**config.mk**
```make
export PLATFORM = sky130hd
export DESIGN_NAME = if_prefetch_stage
export DESIGN_NICKNAME = d
export VERILOG_FILES = /design/src/rtl/if_prefetch_stage.sv
export SDC_FILE = /design/constraint.sdc
export NUM_CORES = 1
export LEC_CHECK = 0
export ABC_CLOCK_PERIOD_IN_PS = 2550
export BUFFER_PORTS_ARGS = -buffer_cell sky130_fd_sc_hd__buf_2
export CAP_MARGIN = 20
export CELL_PAD_IN_SITES_DETAIL_PLACEMENT = 0
export CELL_PAD_IN_SITES_GLOBAL_PLACEMENT = 1
export CORE_MARGIN = 2
export CORE_UTILIZATION = 40
export DETAILED_ROUTE_END_ITERATION = 10
export PLACE_DENSITY = 0.76
export SLEW_MARGIN = 15
export SYNTH_ARGS = -nofsm -noshare
export SYNTH_HDL_FRONTEND = slang
export SYNTH_SLANG_ARGS = --single-unit
```
**constraint.sdc**
```tcl
create_clock -name clk -period 2.55 [get_ports clk]
set_input_delay 0.255 -clock clk [delete_from_list [all_inputs] [get_ports clk]]
set_output_delay 0.255 -clock clk [all_outputs]
set_load 0.01 [all_outputs]
```
**src/rtl/if_prefetch_stage.sv**
```systemverilog
// Instruction-fetch stage with a DEPTH-entry prefetch queue between a
// synchronous-read instruction memory and the IF/ID boundary.
module if_prefetch_stage #(
    parameter int                 ADDR_W   = 32,
    parameter int                 DATA_W   = 32,
    parameter int                 DEPTH    = 4,
    parameter logic [ADDR_W-1:0]  RESET_PC = '0
) (
    input  logic                        clk,
    input  logic                        rst,
    input  logic                        freeze,
    input  logic                        branch_taken,
    input  logic [ADDR_W-1:0]           branch_address,
    output logic                        imem_req,
    output logic [ADDR_W-1:0]           imem_addr,
    input  logic [DATA_W-1:0]           imem_rdata,
    output logic [ADDR_W-1:0]           PC,
    output logic [DATA_W-1:0]           Instruction,
    output logic                        valid,
    output logic [$clog2(DEPTH):0]      fifo_count
);

    localparam int PTR_W = $clog2(DEPTH);
    localparam int CNT_W = PTR_W + 1;

    logic [ADDR_W-1:0] r_fetch_pc;
    logic [ADDR_W-1:0] r_issued_addr;
    logic              r_inflight;
    logic              r_kill;

    logic [ADDR_W-1:0] r_fifo_pc    [DEPTH];
    logic [DATA_W-1:0] r_fifo_instr [DEPTH];
    logic [PTR_W-1:0]  r_rd_ptr;
    logic [PTR_W-1:0]  r_wr_ptr;
    logic [CNT_W-1:0]  r_count;

    logic              w_valid;
    logic              w_pop;
    logic              w_push;
    logic              w_issue;
    logic [CNT_W:0]    w_occupancy;
    logic [CNT_W:0]    w_limit;

    assign w_valid = (r_count != '0);
    assign w_pop   = w_valid && !freeze && !branch_taken;
    assign w_push  = r_inflight && !r_kill && !branch_taken;

    // The in-flight request is counted as occupied so its response always has room.
    assign w_occupancy = {1'b0, r_count} + {{CNT_W{1'b0}}, r_inflight};
    assign w_limit     = (CNT_W + 1)'(DEPTH) + {{CNT_W{1'b0}}, w_pop};
    assign w_issue     = !rst && !branch_taken && (w_occupancy < w_limit);

    always_ff @(posedge clk) begin
        if (rst) begin
            r_fetch_pc    <= RESET_PC;
            r_issued_addr <= RESET_PC;
            r_inflight    <= 1'b0;
            r_kill        <= 1'b0;
            r_rd_ptr      <= '0;
            r_wr_ptr      <= '0;
            r_count       <= '0;
        end else begin
            r_inflight <= w_issue;
            r_kill     <= branch_taken;
            if (w_issue) begin
                r_issued_addr <= r_fetch_pc;
            end

            if (branch_taken) begin
                r_fetch_pc <= branch_address;
            end else if (w_issue) begin
                r_fetch_pc <= r_fetch_pc + ADDR_W'(4);
            end

            if (branch_taken) begin
                r_rd_ptr <= '0;
                r_wr_ptr <= '0;
                r_count  <= '0;
            end else begin
                if (w_push) begin
                    r_wr_ptr <= r_wr_ptr + 1'b1;
                end
                if (w_pop) begin
                    r_rd_ptr <= r_rd_ptr + 1'b1;
                end
                case ({w_push, w_pop})
                    2'b10:   r_count <= r_count + 1'b1;
                    2'b01:   r_count <= r_count - 1'b1;
                    default: r_count <= r_count;
                endcase
            end
        end
    end

    // Storage needs no reset: entries are only visible while counted as valid.
    always_ff @(posedge clk) begin
        if (!rst && w_push) begin
            r_fifo_pc[r_wr_ptr]    <= r_issued_addr + ADDR_W'(4);
            r_fifo_instr[r_wr_ptr] <= imem_rdata;
        end
    end

    assign imem_req    = w_issue;
    assign imem_addr   = r_fetch_pc;
    assign valid       = w_valid;
    assign PC          = w_valid ? r_fifo_pc[r_rd_ptr]    : '0;
    assign Instruction = w_valid ? r_fifo_instr[r_rd_ptr] : '0;
    assign fifo_count  = r_count;

endmodule

```
==> qor.yml <==
dp.cells: 1513
start_kind: "flop"
cts_buffer_depth: 3
worst_ep_arrival_time_ns: 2.14
async_flop_share: 0
antenna_cells: 0
ir_worst_vdd_uv: 385
cp.buffers_inverters: 2
place_congestion: 0.893
dieArea_mm2: 0.0353
fill_cells: 2857
antenna_found_initial: 0
grt_pass1_wl_um: 45900
setup_tns_ns: 0
synth_edf_count: 256
cp_cell_sequence: "buf_12, mux4_2, and2_1, buf_2"
syn_area_per_cell_um2: 15.0
cts_tree: "done"
final-hold-violation-count: 0
numCtsBuffers: 36
synth_top_family_by_area: "simple AND/OR/NAND/NOR gates"
vias: 8349
synth_area_mm2: 0.0135
worst_skew_pair.late_latency_ns: 0.51
grt_pass1_vias: 8223
status: "complete, no violations"
timing.final.crit_share: 0.938
fin_ws_ns: 0.158
num_rows: 67
wl_per_cell_um: 18.2
drt_iter0_drc: 645
power_leakage_nw: 5.82
clk_pin_slew_ns: 0.06
synthFlopType: "edfxtp_1"
setup_violations: 0
synth_compound_area_frac: 0.0388
pwr_density_cell_mw_per_mm2: 673
fin_cells: 1619
wl_um: 29400
dp_hpwl_um: 18200
synth_top_area_share: 0.568
maxCapViolCount: 0
dp_worst_setup_slack_ns: 0.0262
syn_inst: 902
syn_nets: 980
area_growth_pct: 23.5
track_usage: 0.166
seq_area_frac_synth: 0.678
antenna_left: 0
clock_sinks: 331
slew_violations: 0
drive_above_1_share: 0.294
grt_max_degree: 66
max_freq_mhz: 418
yosysTopAreaCell: "edfxtp_1"
synth-simple-area-share: 0.117
cts_max_level: 2
yosys_warnings: 0
synthAdderAreaFrac: 0.00979
critPathCaptureType: "primary output"
drcViolationCount: 0
worst_pin_slew_ns: 0.530
muxShareOfSynthArea: 0.108
cpMaxStageDelayCell: "mux4_2"
chipWidth_um: 188
firstDrtPassIters: 5
crit_fanout: 48
initial_utilization: 0.405
max_slew_margin: 0.647
cp_slowest_stage_delay_ns: 0.57
fin_crit_ns: 2.39
synth_seq_cells: 331
fin_nets: 1225
worst_ep_required_time_ns: 2.30
synth_area_leaders: "edfxtp_1 (57%), dfxtp_1 (11%), mux4_2 (11%)"
fin_skew_ns: 0.0112
p_total_mw: 11.3
vias_per_cell: 5.16
synthXorXnorAreaFrac: 0.0297
final_core_util: 0.500
critPathKind: "reg2out"
num_io_pins: 169
grt-ovfl-total: 0
hp-class: "in2reg"
portBuffers: 168
synth.distinct_cells: 47
fp.dieH_um: 188
cts_root_buffer: "clkbuf_16"
critPathTopFamily: "multiplexers"
core_area_mm2: 0.0334
grt_setup_unrepaired: "true"
[final timing paths]
path	start	to	slack [ns]	cells past startpoint
hold / removal	branch_address[4]	imem_addr[4]	0.02	3
setup reg to reg	fifo_count[0]	imem_addr[27]	0.17	9
setup / recovery	flop	Instruction[11]	0.16	4
hold reg to reg	r_issued_addr[15]	r_issued_addr[15]	0.48	2
[timing repair]
| action | in CTS | in global routing |
|---|---|---|
| hold buffers | 42 | 0 |
| setup endpoints to repair | 2 | 39 |
| hold endpoints to repair | 138 | 0 |
| pin swaps | 1 | 1 |
| buffers inserted | 2 | 0 |
| gates resized for setup | 3 | 2 |
[per-stage QoR]
step / instance area, µm² / hold WS (ns)
2_1_floorplan: 13500 / 0.354
3_3_place_gp: 15200 / 0.463
3_5_place_dp: 15200 / 0.467
4_1_cts: 16700 / 0.00157
5_1_grt: 16700 / 0.0161
6_report: 16700 / 0.0186
[cell usage after synthesis (9+ instances only)]
cell type,instances
xor2_1,10
and3_1,11
nand2_1,109
nand3_1,25
xnor2_1,36
nor2_1,34
or3_1,9
a31oi_1,11
a21oi_1,37
edfxtp_1,256
mux4_2,64
buf_2,14
nand4_1,12
clkbuf_1,31
inv_1,16
ha_1,9
and2_1,64
dfxtp_1,75
[cells by family (layout without fill, tap and decap cells)]
family                     Yosys count  after routing
and+or+nand+nor                    303            303
buffers and inverters               63            332
DFF                                331            331
muxes                               66             66
AOI/OAI and AO/OA                   83             83
adders and majority gates           10             10
xor gates and xnor gates            46             46
[placed cells by master, fill, tap and decap left out, types with 8 or more instances in the layout]
cell             n
nor3_1           8
a211oi_1         8
clkbuf_1         8
and2_1          64
dlygate4sd3_1   42
nand4_1         12
nand3_1         25
nand2_1        108
xnor2_1         36
dfxtp_1         73
nor2_1          34
edfxtp_1       256
clkbuf_16       37
or3_1            8
mux4_2          64
xor2_1          10
a31oi_1         11
a21oi_1         37
ha_1             9
buf_2          168
buf_4           35
inv_1           16
or4_1            8
[report_power, final]
part	leakage (nW)	internal [mW]	switching (mW)	total, mW
clock network	0.541	2.86	2.01	4.87
registers	2.88	5.85	0.0694	5.92
logic	2.40	0.217	0.259	0.476
total	5.82	8.92	2.34	11.3
[layer usage]
layer	up-vias	part of all wire	track usage
met2	326	0.45	0.252
met5	-	0	0
met4	0	0.020	0.0460
li1	3918	-	-
met1	4061	0.46	0.243
met3	44	0.072	0.0341
[cell type report]
class	count	area, µm²	area share
well taps	448	561	0.0335
inverters	17	66.3	0.00396
flip-flops and latches	331	9190	0.550
repair buffers	253	1680	0.100
clock inverters	14	111	0.00666
multi-input cells	508	4120	0.246
clock buffers	48	997	0.0596
[worst register-to-register path, delay by kind of cell, from the launching register on]
family,cells,cell delay (ns)
AND/OR/NAND/NOR,3,0.85
flip-flops,1,0.31
AO/OA/AOI/OAI,2,0.35
buffers and inverters,2,0.28
adder cells (fa/ha/maj),2,0.53
[state kept, by name, summed over array words and instances (netlist names), named ones only]
signal and count:
r_fifo_instr 128, r_issued_addr 32, imem_addr 32, r_wr_ptr 2, r_rd_ptr 2, r_kill 1
r_fifo_pc 128, r_inflight 1, fifo_count 3
No activity file was read; power rests on OpenSTA's default activity.
